## src/rtl/event_readout_if.sv

```systemverilog
// Byte stream from the event readout to the UART transmitter.
// The master drives tx_data/tx_valid and the slave answers with tx_ready.
interface event_readout_if;
  logic [7:0] tx_data;
  logic       tx_valid;
  logic       tx_ready;

  modport master (output tx_data, output tx_valid, input tx_ready);
  modport slave  (input tx_data, input tx_valid, output tx_ready);
endinterface

```

## src/rtl/event_readout.sv

```systemverilog
// Round-robin readout of per-channel event FIFOs into a framed byte stream.
// Each packet is a header byte followed by 8 payload bytes (MSB first), or a header-only overrun packet.
module event_readout #(
  parameter int unsigned NCH     = 4,
  parameter int unsigned HOLDOFF = 2
) (
  input  logic                 clk,
  input  logic                 rstn,
  input  logic [NCH-1:0]       i_ch_attention,
  input  logic [NCH-1:0]       i_ch_overrun,
  input  logic [8*NCH-1:0]     i_ch_data,
  output logic [2:0]           o_ch_byteaddr,
  output logic [NCH-1:0]       o_ch_unload,
  output logic [NCH-1:0]       o_ch_clearoverrun,
  output logic                 o_busy,
  event_readout_if.master      tx
);

  localparam int unsigned GW = (NCH > 1) ? $clog2(NCH) : 1;
  localparam int unsigned HW = (HOLDOFF > 1) ? $clog2(HOLDOFF) : 1;

  typedef enum logic [2:0] {StIdle, StHdr, StLoad, StSend, StHold} state_e;

  state_e         r_state;
  logic [GW-1:0]  r_grant;
  logic [GW-1:0]  r_last;
  logic           r_ovf;
  logic [HW-1:0]  r_hold;
  logic [2:0]     r_byteaddr;
  logic [NCH-1:0] r_unload;
  logic [NCH-1:0] r_clear;
  logic [7:0]     r_tx_data;
  logic           r_tx_valid;
  logic           r_busy;

  logic [GW-1:0]  w_grant;
  logic [3:0]     w_g4;
  logic [NCH-1:0] w_onehot;
  logic [7:0]     w_bytes [NCH];

  for (genvar i = 0; i < NCH; i++) begin : g_bytes
    assign w_bytes[i] = i_ch_data[8*i +: 8];
  end

  // Walk from the farthest candidate back to last_grant+1 so the nearest set bit wins.
  always_comb begin
    w_grant = r_last;
    for (int k = NCH; k >= 1; k--) begin
      if (i_ch_attention[GW'((int'(r_last) + k) % NCH)]) begin
        w_grant = GW'((int'(r_last) + k) % NCH);
      end
    end
  end

  assign w_g4     = 4'(w_grant);
  assign w_onehot = NCH'(1) << r_grant;

  always_ff @(posedge clk or negedge rstn) begin
    if (!rstn) begin
      r_state    <= StIdle;
      r_grant    <= '0;
      r_last     <= GW'(NCH - 1);
      r_ovf      <= 1'b0;
      r_hold     <= '0;
      r_byteaddr <= 3'd0;
      r_unload   <= '0;
      r_clear    <= '0;
      r_tx_data  <= 8'h00;
      r_tx_valid <= 1'b0;
      r_busy     <= 1'b0;
    end else begin
      r_unload <= '0;
      r_clear  <= '0;
      unique case (r_state)
        StIdle: begin
          if (|i_ch_attention) begin
            r_grant    <= w_grant;
            r_last     <= w_grant;
            r_ovf      <= i_ch_overrun[w_grant];
            r_tx_data  <= {i_ch_overrun[w_grant], 3'b000, w_g4};
            r_tx_valid <= 1'b1;
            r_busy     <= 1'b1;
            r_state    <= StHdr;
          end
        end
        StHdr: begin
          if (tx.tx_ready) begin
            r_tx_valid <= 1'b0;
            if (r_ovf) begin
              // Overrun packets are header only; the FIFO word stays for a later grant.
              r_clear <= w_onehot;
              r_hold  <= '0;
              r_state <= StHold;
            end else begin
              r_byteaddr <= 3'd7;
              r_state    <= StLoad;
            end
          end
        end
        StLoad: begin
          r_tx_data  <= w_bytes[r_grant];
          r_tx_valid <= 1'b1;
          r_state    <= StSend;
        end
        StSend: begin
          if (tx.tx_ready) begin
            r_tx_valid <= 1'b0;
            if (r_byteaddr != 3'd0) begin
              r_byteaddr <= r_byteaddr - 3'd1;
              r_state    <= StLoad;
            end else begin
              r_unload <= w_onehot;
              r_hold   <= '0;
              r_state  <= StHold;
            end
          end
        end
        StHold: begin
          // Holdoff lets the channel's delayed attention reflect the pop/clear before rearbitrating.
          r_byteaddr <= 3'd0;
          if (r_hold == HW'(HOLDOFF - 1)) begin
            r_busy  <= 1'b0;
            r_state <= StIdle;
          end else begin
            r_hold <= r_hold + 1'b1;
          end
        end
        default: r_state <= StIdle;
      endcase
    end
  end

  assign o_ch_byteaddr     = r_byteaddr;
  assign o_ch_unload       = r_unload;
  assign o_ch_clearoverrun = r_clear;
  assign o_busy            = r_busy;
  assign tx.tx_data        = r_tx_data;
  assign tx.tx_valid       = r_tx_valid;

endmodule

```

## src/flat_wrapper.sv

```systemverilog
// flat-port wrapper written by rule: the top's interface ports become plain ports
module event_readout_flat 
#(
  parameter int unsigned NCH     = 4,
  parameter int unsigned HOLDOFF = 2
)
  (clk, rstn, i_ch_attention, i_ch_overrun, i_ch_data, o_ch_byteaddr, o_ch_unload, o_ch_clearoverrun, o_busy, tx_tx_data, tx_tx_valid, tx_tx_ready);
  event_readout_if tx_i ();
  input  logic clk;
  input  logic rstn;
  input  logic [NCH-1:0] i_ch_attention;
  input  logic [NCH-1:0] i_ch_overrun;
  input  logic [8*NCH-1:0] i_ch_data;
  output logic [2:0] o_ch_byteaddr;
  output logic [NCH-1:0] o_ch_unload;
  output logic [NCH-1:0] o_ch_clearoverrun;
  output logic o_busy;
  output wire logic [$bits(tx_i.tx_data)-1:0] tx_tx_data;
  output wire logic [$bits(tx_i.tx_valid)-1:0] tx_tx_valid;
  input wire logic [$bits(tx_i.tx_ready)-1:0] tx_tx_ready;
  assign tx_tx_data = tx_i.tx_data;
  assign tx_tx_valid = tx_i.tx_valid;
  assign tx_i.tx_ready = tx_tx_ready;
  event_readout #(.NCH(NCH), .HOLDOFF(HOLDOFF)) u_core (.clk(clk), .rstn(rstn), .i_ch_attention(i_ch_attention), .i_ch_overrun(i_ch_overrun), .i_ch_data(i_ch_data), .o_ch_byteaddr(o_ch_byteaddr), .o_ch_unload(o_ch_unload), .o_ch_clearoverrun(o_ch_clearoverrun), .o_busy(o_busy), .tx(tx_i));
endmodule
```

## config.mk

```make
export PLATFORM = sky130hd
export DESIGN_NAME = event_readout_flat
export DESIGN_NICKNAME = d
export VERILOG_FILES = /design/src/rtl/event_readout_if.sv /design/src/rtl/event_readout.sv /design/src/flat_wrapper.sv
export SDC_FILE = /design/constraint.sdc
export NUM_CORES = 1
export LEC_CHECK = 0
export ABC_AREA = 0
export BUFFER_PORTS_ARGS = -buffer_cell sky130_fd_sc_hd__buf_2
export CAP_MARGIN = 10
export CELL_PAD_IN_SITES_DETAIL_PLACEMENT = 0
export CELL_PAD_IN_SITES_GLOBAL_PLACEMENT = 1
export CORE_UTILIZATION = 30
export CTS_CLUSTER_DIAMETER = 200
export DETAILED_ROUTE_END_ITERATION = 6
export GPL_TIMING_DRIVEN = 0
export HOLD_SLACK_MARGIN = 0.05
export MAX_ROUTING_LAYER = met4
export PLACE_DENSITY_LB_ADDON = 0.1
export SLEW_MARGIN = 20
export SYNTH_ARGS = -nofsm -noshare
export SYNTH_HDL_FRONTEND = slang
export SYNTH_SLANG_ARGS = --single-unit
```

## constraint.sdc

```tcl
create_clock -name clk -period 4.3 [get_ports clk]
set_clock_uncertainty 0.2 [all_clocks]
set_input_delay 0.43 -clock clk [delete_from_list [all_inputs] [get_ports clk]]
set_output_delay 0.43 -clock clk [all_outputs]
set_load 0.05 [all_outputs]
```

; ---- Yosys cells after proc, flatten, opt, wreduce, memory -nomap -nowiden
; Index checks and enable logic that the tools add are counted.
[op_classes]
addsub = 6
mux = 48
n_lt_le_gt_ge = 6
n_reduce_logical = 15
n_eq_ne = 13
shifts = 1
bitwise = 1
[ops]
columns = operator, count
row1 = 2-to-1 mux 3 bit, 10
row2 = 2-to-1 mux 4 bit, 6
row3 = 2-to-1 mux 8 bit, 3
row4 = binary-select mux 8 bit (select 2 bit), 1
row5 = case mux 8 bit (2 select lines), 1
row6 = less-than comparator 2 x 3 -> 1 bit (second input constant), 5
row7 = case mux 3 bit (5 select lines), 1
row8 = 2-to-1 mux 1 bit, 13
row9 = binary-select mux 1 bit (select 2 bit), 5
row10 = != test 2 x 1 -> 1 bit (second input constant), 5
row11 = AND reduction 5 bit, 2
row12 = case mux 3 bit (3 select lines), 1
row13 = nonzero test 3 bit, 3
row14 = 2-to-1 mux 2 bit, 4
row15 = != test 2 bit (second input constant), 4
row16 = == test 3 x 2 -> 1 bit (second input constant), 2
row17 = case mux 1 bit (3 select lines), 2
row18 = AND reduction 3 bit, 2
row19 = adder 2 x 1 -> 2 bit (second input constant), 2
row20 = adder 2 bit (second input constant), 2
row21 = AND reduction 2 bit, 2
row22 = AND reduction 4 bit, 1
row23 = nonzero test 2 bit, 2
row24 = OR reduction 4 bit, 1
row25 = other kinds (10), 10
[word_totals]
wordCells = 101
output_inout_bits = 21
regBits = 30

; ---- Depth between registers and ports, before layout
; Gate-level depths: netlist of run 1.
[logic_depth]
word_depth = 11
ltp_mapped = 7

; ---- Worst setup path before layout of run 1
; No wires, ideal clock.
[synth_path]
path_kind = reg2reg
from = register u_core.r_byteaddr[0], in the netlist u_core.o_ch_byteaddr[0]
to = register u_core.r_byteaddr[2], in the netlist u_core.o_ch_byteaddr[2]
required_ps = 4001
path_slack_ps = 2151
arrival_time_ps = 1850
path_stages_with_launch = 8
setup_time_ps = 99
cell_sequence = dfrtp_1 -> inv_1 -> ha_1 -> nor2b_1 -> a21oi_2 -> a31oi_4 -> nor2b_1 -> a311oi_1
[synth_via]
elab_chain_len = 4
[synth_rtl]
columns = element, line_no
row1 = "start, declared", event_readout.sv:29  ; logic [2:0] r_byteaddr;
row2 = "start signal, assigned", event_readout.sv:109  ; r_byteaddr <= r_byteaddr - 3'd1;
row3 = subtractor 3 x 1 -> 3 bit, event_readout.sv:109
row4 = 2-to-1 mux 3 bit, event_readout.sv:108  ; if (r_byteaddr != 3'd0) begin
row5 = 2-to-1 mux 3 bit, event_readout.sv:106  ; if (tx.tx_ready) begin
row6 = case mux 3 bit (3 select lines), event_readout.sv:74  ; unique case (r_state)
; Several ways; a longest one is shown, not always the timed one. The select of a mux whose other input is x is not followed.
; A chain may end at the register's enable or synchronous reset.

; ---- Final worst setup path of run 1
; Same ends and word-level chain as after synthesis.

==> metrics.txt, run 1 <==
initial antenna violation count=0; Setup crit start kind=register; Seq cells post-synth=30; clock power share=17.9%; fmax=between 500 and 600 MHz; sequential power share=29.1%; Final setup viols=0; Final Cycle Share=44.4%; # DRC=0; RSZ-0062 raised after global routing=no; Critical R2R Launch=u_core.o_ch_byteaddr[0]$_DFFE_PN0P_; Mean Syn Cell Area=11.3 um2; fin nets=258; Post-Syn Area=1610 um2; first-pass GRT wire length=roughly 5800 um; setup_tns=0 ps; Worst-Skew Late Latency=280 ps; Detailed Routing Iterations Pass 1=4; Root Buffer=clkbuf_8; Worst Hold Class=primary input to register; Starting Density=31.2%; # clock sinks=30; Final WS setup=2390 ps; P_leak=1.02 nW; drt via density=4.87; register area share after synthesis=roughly 47%; vias in the first global route=1269; post-CTS setup buffer count=0; type of destination of the critical path=register; Comb pwr share=53.0%; GPL Wtd Cong=0.743; Max Fanout on Critical Path=6; 1st-iter DRT viols=47; Inst Count DP=between 200 and 300; Port Buf Inserts=63; arrival time at the worst endpoint=1890 ps; Ys Warns=0; ANT nets after route=0; GR Overflow Total=0; Die Y=approximately 75 um; Finished Layout Cells=roughly 280; H-tree depth=2; Sw Pwr=0.000708 W; post-DP HPWL=3110 um; R2R cell count=7; row count=26; CORE AREA=5140 um2; DR WL/cell=14.6 um; Clock Tree Buf Depth=2; GRT Overall Usage=around 14%; crit path time final=between 1500 and 2000 ps; Synth Instances=between 100 and 150; Synth async-reset ratio=100%; status=finished, final reports clean; Reg-to-Reg End=u_core.o_ch_byteaddr[2]$_DFFE_PN0P_; slew of the pin with the lowest slew margin=689 ps; WS Path Type=register to register; Max-Cap Viols=0; Power Dens Cells=741 nW/um2; Worst Setup EP=u_core.o_ch_byteaddr[2]$_DFFE_PN0P_; syn_nets=about 190; area delta synth->final=32.5%; Sw Ratio=44.9%; antenna cells=0; Max rail drop VDD=0.000295 V; worst reg-to-reg setup slack=2390 ps; ratio of cells with drive above 1 in the final layout=47.7%; most frequent cells in the layout=buf_2 (68), dfrtp_1 (28), nand2_1 (14); CTS tree=done; Die W=about 75 um; CTS buffer count=5; Power Internal=0.000868 W; CTS clk-pin slew, worst paths=about 70 ps; fin. max-slew vios=0; crit path from=u_core.o_ch_byteaddr[0]$_DFFE_PN0P_; routed via count=between 1000 and 1500; die area=about 5600 um2; Fillers=531; distinct cell type count after synthesis=43; main flop type after synthesis=dfrtp_1; sequential cell area=753 um2; drt total wl=4150 um; EDFF count, synth=0; Req. time, crit path=4280 ps; Top Ports=64; largest net degree at the start of global routing=31; leading cell type in the layout, fill and taps excluded=buf_2; pre-CTS setup slack=approximately 2300 ps; worst rel slew slack=roughly 54%; multi-input logic area=just under 800 um2; Fin. Hold Viols=0
[worst min path at each step]
stage,cells after the start,endpoint,slack (ps),start
4_1_cts,2,u_core.r_state[0]$_DFFE_PN0P_,260,tx_tx_ready
3_3_place_gp,1,u_core.tx.tx_data[4]$_DFFE_PN0P_,280,u_core.tx.tx_data[4]$_DFFE_PN0P_
6_report,2,u_core.r_state[0]$_DFFE_PN0P_,260,tx_tx_ready
3_5_place_dp,1,u_core.tx.tx_data[3]$_DFFE_PN0P_,290,u_core.tx.tx_data[3]$_DFFE_PN0P_
5_1_grt,2,u_core.r_state[0]$_DFFE_PN0P_,270,tx_tx_ready
2_1_floorplan,0,u_core.o_busy$_DFFE_PN0P_,-70,rstn
[registers in the layout (all words and copies together), names as in the netlist]
register                  cells
u_core.tx.tx_valid            1
u_core.r_ovf                  1
u_core.r_hold                 1
u_core.o_ch_unload            4
u_core.r_state                3
u_core.r_grant                2
u_core.o_ch_clearoverrun      4
u_core.o_busy                 1
u_core.o_ch_byteaddr          3
u_core.tx.tx_data             8
u_core.r_last                 2
[metal layers]
metal  part of all wire, %  GRT usage [%]  vias to the layer above
met5                     0              -                        -
met4                  0.77           3.70                        0
met3                   7.3           4.42                        4
met2                    45           23.6                       56
met1                    47           17.4                      661
li1                      -              -                      663
[cell usage after synthesis (2+ instances only)]
master / n / area share (%)
nor2b_1: 2 / 0.78
a21oi_1: 5 / 1.6
dfstp_2: 2 / 3.3
a22o_1: 5 / 2.7
ha_1: 2 / 1.6
inv_1: 5 / 1.2
nor4_2: 2 / 1.6
nand2_1: 14 / 3.3
a22oi_1: 2 / 0.94
o31ai_1: 2 / 0.94
nor3_1: 3 / 0.94
dfrtp_1: 28 / 44
mux4_2: 8 / 11
nand3_1: 2 / 0.62
o21ai_0: 5 / 1.6
nor2_1: 12 / 2.8
o21a_1: 3 / 1.4
buf_2: 5 / 1.6
o221ai_1: 2 / 1.1
a21oi_2: 2 / 1.1
nand2b_1: 7 / 2.7
mux2i_1: 2 / 1.2
a311oi_1: 2 / 1.1
[cells by family after synthesis]
logic type / Yosys count / synth area share [%]
adder cells (fa/ha/maj): 2 / 1.56
flip-flops: 30 / 46.9
buffers and inverters: 13 / 3.66
AO/OA/AOI/OAI: 36 / 18.2
multiplexers: 10 / 12.5
AND/OR/NAND/NOR: 51 / 17.2
[through the flow]
step                      hold WS (ps)  util (%)  cell area [um2]  power [W]
after global placement             281      39.1             2010    0.00129
after global routing               267      41.4             2130    0.00168
after CTS                          256      41.4             2130    0.00160
final                              263      41.4             2130    0.00158
after floorplan                  -65.6         -             1610    0.00110
after detailed placement           295      39.1             2010    0.00131
[power groups by stage]
stage / combinational [W] / sequential, W / clock [W]
CTS: 0.000847 / 0.000460 / 0.000289
global placement: 0.000829 / 0.000458 / 0
finish: 0.000835 / 0.000459 / 0.000282
floorplan: 0.000469 / 0.000631 / 0
detailed placement: 0.000843 / 0.000465 / 0
global route: 0.000908 / 0.000469 / 0.000303
[repair_timing]
item | 4_1_cts | 5_1_grt
hold buffers | 1 | 0
gates resized for setup | 0 | 0
hold endpoints to repair | 28 | 0
[critical path, stage by stage, from the launching register on]
cell and delay, ps:
dfrtp_1 390, inv_1 80, ha_1 190, nor2b_1 150, a21oi_2 270, a31oi_4 150
nor2b_1 160, a311oi_1 230
[cell type report]
class / instances / share of cell area (%)
clock buffers: 5 / 3.24
clock inverters: 3 / 1.88
flip-flops and latches: 30 / 35.4
inverters: 6 / 1.06
multi-input cells: 99 / 37.3
repair buffers: 64 / 15.3
well taps: 70 / 4.12
plain buffers: 7 / 1.71
Power figures use the tool's default switching activity.
==> run 2: changes to the inputs <==
--- a/config.mk
+++ b/config.mk
@@ -5,7 +5,7 @@
 export SDC_FILE = /design/constraint.sdc
 export NUM_CORES = 1
 export LEC_CHECK = 0
-export ABC_AREA = 0
+export ABC_AREA = 1
 export BUFFER_PORTS_ARGS = -buffer_cell sky130_fd_sc_hd__buf_2
 export CAP_MARGIN = 10
 export CELL_PAD_IN_SITES_DETAIL_PLACEMENT = 0
==> constraint.sdc (replaced) <==
create_clock -name clk -period 1.9 [get_ports clk]
set_clock_uncertainty 0.2 [all_clocks]
set_input_delay 0.19 -clock clk [delete_from_list [all_inputs] [get_ports clk]]
set_output_delay 0.19 -clock clk [all_outputs]
set_load 0.05 [all_outputs]
==> metrics.txt, run 2 <==
CP peak stage delay=520 ps; Seq cells post-synth=30; drt total wl=4670 um; Max rail drop VDD=0.000723 V; Synth async-reset ratio=100%; CTS tree=done; clock power share=~18%; WHS=55.2 ps; most frequent cells in the layout=buf_2 (65), nand2_1 (55), dfrtp_1 (26); max FFs per register=8; most frequent cell after synthesis=nand2_1; EDFF count, synth=0; # clock sinks=30; Sw Pwr=0.00230 W; GPL Wtd Cong=0.799; Ys Warns=0; # DRC=0; slew of the pin with the lowest slew margin=between 600 and 700 ps; drt via density=4.69; syn_nets=270; CTS clk-pin slew, worst paths=70 ps; row count=27; fin nets=approximately 350; synth top area cells=dfrtp_1 (40%), nand2_1 (14%), nand3_1 (6.0%); RSZ-0062 raised after global routing=yes; Synth Instances=roughly 230; die area=6160 um2; fin. max-slew vios=0; routed via count=1768; post-DP HPWL=3460 um; vias in the first global route=1714; Clock Tree Buf Depth=2; CORE AREA=5570 um2; GR Overflow Total=0; most frequent CP cell=nand2_2; P_leak=1.29 nW; Fin. Hold Viols=0; Sw Ratio=50.2%; main flop type after synthesis=dfrtp_1; WS Path Type=register to register; distinct cell type count after synthesis=31; Starting Density=31.5%; Final setup viols=0; sequential power share=a little under a quarter; Comb pwr share=around three fifths; worst reg-to-reg setup slack=20 ps; arrival time at the worst endpoint=~1900 ps; Die W=78.5 um; leading cell type in the layout, fill and taps excluded=buf_2; Power Dens Cells=1860 nW/um2; antenna cells=0; crit path time final=1880 ps; Final WS setup=21.4 ps; Power Internal=0.00229 W; fmax=532 MHz; Max-Cap Viols=0; type of destination of the critical path=register; Req. time, crit path=1880 ps; Detailed Routing Iterations Pass 1=4; H-tree depth=2; largest net degree at the start of global routing=31; ANT nets after route=0; pre-CTS setup slack=-12.5 ps; area delta synth->final=40.5%; Port Buf Inserts=63; Root Buffer=clkbuf_8; Final Cycle Share=a little over nine tenths; Worst-Skew Late Latency=280 ps; Critical Path Slowest Stage Cell=dfstp_2; Commonest cells post-synth=nand2_1 (64), dfrtp_1 (28), nand3_1 (21), inv_1 (19), nand2_2 (11); initial antenna violation count=0; Die Y=approximately 78 um; Worst Hold Class=primary input to register; cell accounting for the most synthesized area=dfrtp_1; 1st-iter DRT viols=40; status=finished, final reports clean; Top Ports=64; GRT Overall Usage=17.3%; top cell type's share of synthesized area=39.9%; first-pass GRT wire length=between 7000 and 8000 um; Mean Syn Cell Area=7.80 um2; ratio of cells with drive above 1 in the final layout=approximately two fifths; Setup crit start kind=register; Post-Syn Area=1750 um2; register area share after synthesis=42.9%; Max Fanout on Critical Path=8; CTS buffer count=5; worst rel slew slack=54.5%; DR WL/cell=about 12 um; crit-path cells=buf_6 > inv_8 > nand2_2 > nand2_1 > nand2_2 > nand2_2 > inv_2 > nand2_2 > nand2_2 > nand2_4 > nand2_4 > nand2_1 > nand3_2 > nand3_2 > nand2_1 > nand2_1
## run 2: changes by cell type after synthesis, moves of 4 or more
cell | previous run | this run
o21ai_0 | 5 | 9
nand3_1 | 2 | 21
mux4_2 | 8 | 0
inv_1 | 5 | 19
nand4_1 | 1 | 7
nand2_1 | 14 | 64
nor2_1 | 12 | 8
nand2_2 | 0 | 11
nand3_2 | 0 | 4
nor3_1 | 3 | 9
nand2b_1 | 7 | 0
clkinv_1 | 0 | 4
## run 2: area by class of cell
| class | instances | area, um2 |
|---|---|---|
| Sequential cell | 30 | 756 |
| Inverter | 28 | 120 |
| Tap cell | 72 | 90.1 |
| Multi-Input combinational cell | 164 | 935 |
| Buffer | 3 | 21.3 |
| Timing Repair Buffer | 72 | 400 |
| Clock buffer | 6 | 82.6 |
| Clock inverter | 2 | 60.1 |
| Fill cell | 601 | 3110 |
## run 2: per-layer routing
metal	vias to the layer above	part of all wire, %	track usage (%)
met4	0	1.2	6.67
met3	4	2.8	3.84
met2	34	47	26.7
met1	829	49	22.0
li1	901	-	-
met5	-	0	-
## run 2: path summary, 6_finish.rpt
| check | end | startpoint | depth (start not counted) |
|---|---|---|---|
| worst max-delay path | u_core.tx.tx_data[7]$_DFFE_PN0P_ | u_core.r_last[0]$_DFFE_PN1P_ | 16 |
| worst min-delay path | u_core.r_ovf$_DFFE_PN0P_ | i_ch_overrun[1] | 5 |
| worst max register to register | u_core.tx.tx_data[7]$_DFFE_PN0P_ | u_core.r_last[0]$_DFFE_PN1P_ | 16 |
| worst min register to register | u_core.tx.tx_data[7]$_DFFE_PN0P_ | u_core.tx.tx_data[7]$_DFFE_PN0P_ | 2 |
| max in group asynchronous | u_core.o_ch_byteaddr[1]$_DFFE_PN0P_ | rstn | 2 |
| min in group asynchronous | u_core.o_ch_byteaddr[0]$_DFFE_PN0P_ | rstn | 2 |
## run 2: through the flow
| step | TNS, ps | power (W) | area (um2) | utilization, % | std cells |
|---|---|---|---|---|---|
| floorplan | 0 | 0.00300 | 1760 | - | 225 |
| global placement | -18.8 | 0.00358 | 2160 | 38.8 | 360 |
| detailed placement | -12.5 | 0.00358 | 2160 | 38.8 | 360 |
| CTS | 0 | 0.00450 | 2400 | 43.1 | 377 |
| global route | -328 | 0.00498 | 2460 | 44.2 | 377 |
| finish | 0 | 0.00459 | 2460 | 44.2 | 377 |
## run 2: critical path, delay by kind of cell, from the launching register on
kind	cells	cell delay [ps]
simple gates	13	830
flops	1	520
buf+inv	3	250
## run 2: power groups by stage
stage	combinational, W	clock [W]	sequential (W)
6_report	0.00272	0.000807	0.00107
5_1_grt	0.00302	0.000856	0.00110
4_1_cts	0.00260	0.000834	0.00107
3_5_place_dp	0.00251	0	0.00108
3_3_place_gp	0.00250	0	0.00108
2_1_floorplan	0.00145	0	0.00155
## run 2: kinds of logic after synthesis
group                    synth area share, %
AND/OR/NAND/NOR                         37.6
buffers and inverters                   7.49
AO/OA/AOI/OAI                           10.1
flip-flops                              42.9
XOR/XNOR                               0.499
adder cells (fa/ha/maj)                 1.43
## run 2: timing repair
action                     4_1_cts  5_1_grt
hold endpoints to repair        33        0
pin swaps                        3        7
hold buffers                     7        0
setup buffers                    2        0
setup endpoints to repair        2        7
resized for setup                4       17
==> run 3: changes to the inputs <==
--- a/config.mk
+++ b/config.mk
@@ -8,15 +8,12 @@
 export ABC_AREA = 1
 export BUFFER_PORTS_ARGS = -buffer_cell sky130_fd_sc_hd__buf_2
 export CAP_MARGIN = 10
-export CELL_PAD_IN_SITES_DETAIL_PLACEMENT = 0
-export CELL_PAD_IN_SITES_GLOBAL_PLACEMENT = 1
 export CORE_UTILIZATION = 30
 export CTS_CLUSTER_DIAMETER = 200
 export DETAILED_ROUTE_END_ITERATION = 6
 export GPL_TIMING_DRIVEN = 0
 export HOLD_SLACK_MARGIN = 0.05
 export MAX_ROUTING_LAYER = met4
-export PLACE_DENSITY_LB_ADDON = 0.1
 export SLEW_MARGIN = 20
 export SYNTH_ARGS = -nofsm -noshare
 export SYNTH_HDL_FRONTEND = slang
==> metrics.txt, run 3 (same netlist as run 2, synthesis figures left out) <==
GR Overflow Total=0; GR Util met2=24.0%; CTS tree=done; most frequent CP cell=nand2_2; total chip power=0.00432 W; DR WL/cell=~12 um; arrival time at the worst endpoint=1850 ps; die area=6160 um2; Root Buffer=clkbuf_8; Worst Hold Class=primary input to register; crit-path cells=buf_8 > inv_8 > nand2_2 > nand2_2 > nand2_2 > nand2_2 > nand2_2 > nand2_2 > nand2_2 > nand2_2 > nand2_2 > nand2_1 > a22o_1; Die Y=78.5 um; CTS clk-pin slew, worst paths=approximately 60 ps; Max rail drop VDD=around 0.00084 V; Req. time, crit path=1870 ps; Fin. Hold Viols=0; met3 Resource Use GR=3.95%; Final Cycle Share=99.2%; area delta synth->final=37.4%; Fillers=roughly 610; GRT Overall Usage=15.9%; Max Fanout on Critical Path=8; Setup crit start kind=register; pre-CTS setup slack=7.88 ps; RSZ-0062 raised after global routing=yes; GR peak layer=met2; max FFs per register=8; Post-Route Utilization=43.3%; slew of the pin with the lowest slew margin=657 ps; ANT nets after route=0; fmax=around 530 MHz; post-DP HPWL=3310 um; Inst Count DP=360; CTS buffer count=5; GPL Wtd Cong=0.852; leading cell type in the layout, fill and taps excluded=buf_2; type of destination of the critical path=register; row count=27; largest net degree at the start of global routing=31; initial antenna violation count=0; Finished Layout Cells=379; P_leak=1.27 nW; Critical Path Slowest Stage Cell=dfstp_2; fin. max-slew vios=0; drt total wl=~4400 um; Starting Density=31.5%; Port Buf Inserts=63; Final WS setup=15.7 ps; Final setup viols=0; routed via count=1759; Worst-Skew Late Latency=between 200 and 300 ps; # clock sinks=30; Top Ports=64; crit path time final=1880 ps; vias in the first global route=1599; setup_tns=0 ps; status=finished, final reports clean; drt via density=4.64; WS Path Type=register to register; fin nets=351; antenna cells=0; H-tree depth=2; Die W=78.5 um; # DRC=0; most frequent cells in the layout=buf_2 (65), nand2_1 (54), dfrtp_1 (26); 1st-iter DRT viols=103; Power Dens Cells=1790 nW/um2; CP peak stage delay=540 ps; CORE AREA=around 5600 um2; Detailed Routing Iterations Pass 1=4; ratio of cells with drive above 1 in the final layout=40.1%; crit-path leading delay family=simple AND/OR/NAND/NOR gates; Clock Tree Buf Depth=2; CP Buf/Inv Count=2; worst rel slew slack=56.2%; GR Util met1=20.5%; Max-Cap Viols=0; first-pass GRT wire length=7410 um
[run 3: cell count changes in the layout (fill, tap and decap cells not counted), moves of 2 or more]
cell,previous run,this run
clkinv_2,0,2
nand3_2,6,4
nand3_1,19,21
nor2_2,3,5
nand2_4,5,1
nand2_2,16,21
[run 3: layout make-up]
type                       count  area [um2]  share of cell area, %
tap                           72        90.1                   3.74
buffer                         3        25.0                   1.04
clock inverter                 3        40.0                   1.66
clock buffer                   5        68.8                   2.85
inverter                      28         116                   4.83
sequential                    30         756                   31.3
timing repair buffer          74         418                   17.3
multi-input combinational    164         897                   37.2
[run 3: path summary, 6_finish.rpt]
kind	from	end	slack, ps	cells after the start
min in group asynchronous	rstn	u_core.o_busy$_DFFE_PN0P_	270	2
worst min register to register	u_core.tx.tx_data[7]$_DFFE_PN0P_	u_core.tx.tx_data[7]$_DFFE_PN0P_	270	2
worst min-delay path	i_ch_data[0]	u_core.tx.tx_data[0]$_DFFE_PN0P_	50	4
worst max-delay path	u_core.r_last[0]$_DFFE_PN1P_	u_core.tx.tx_data[0]$_DFFE_PN0P_	20	13
max in group asynchronous	rstn	u_core.o_ch_byteaddr[1]$_DFFE_PN0P_	770	2
worst max register to register	u_core.r_last[0]$_DFFE_PN1P_	u_core.tx.tx_data[0]$_DFFE_PN0P_	20	13
[run 3: power by group]
group          internal [W]  switching (W)
clock network      0.000385       0.000244
logic              0.000820        0.00181
registers          0.000898       0.000167
[run 3: repair_timing]
item,CTS,global route
gates resized for setup,0,16
setup endpoints to repair,2,7
buffers inserted,1,2
endpoints found under the hold margin,34,0
hold buffers,8,0
pin swaps,2,5
[run 3: stage by stage]
stage	hold WS, ps	cell area [um2]
finish	50.7	2410
global route	60.2	2410
CTS	50.1	2360
detailed placement	60.1	2160
global placement	61.5	2160
floorplan	-306	1760
[run 3: worst min-delay path: stages]
cell and delay [ps]:
buf_2 70, a21oi_1 60, nand2_1 50, a22o_1 120
[run 3: per-layer routing]
layer,vias up,wire length [um]
met4,0,67
met3,7,151
met1,813,2110
met2,33,2070
met5,-,0
li1,906,-
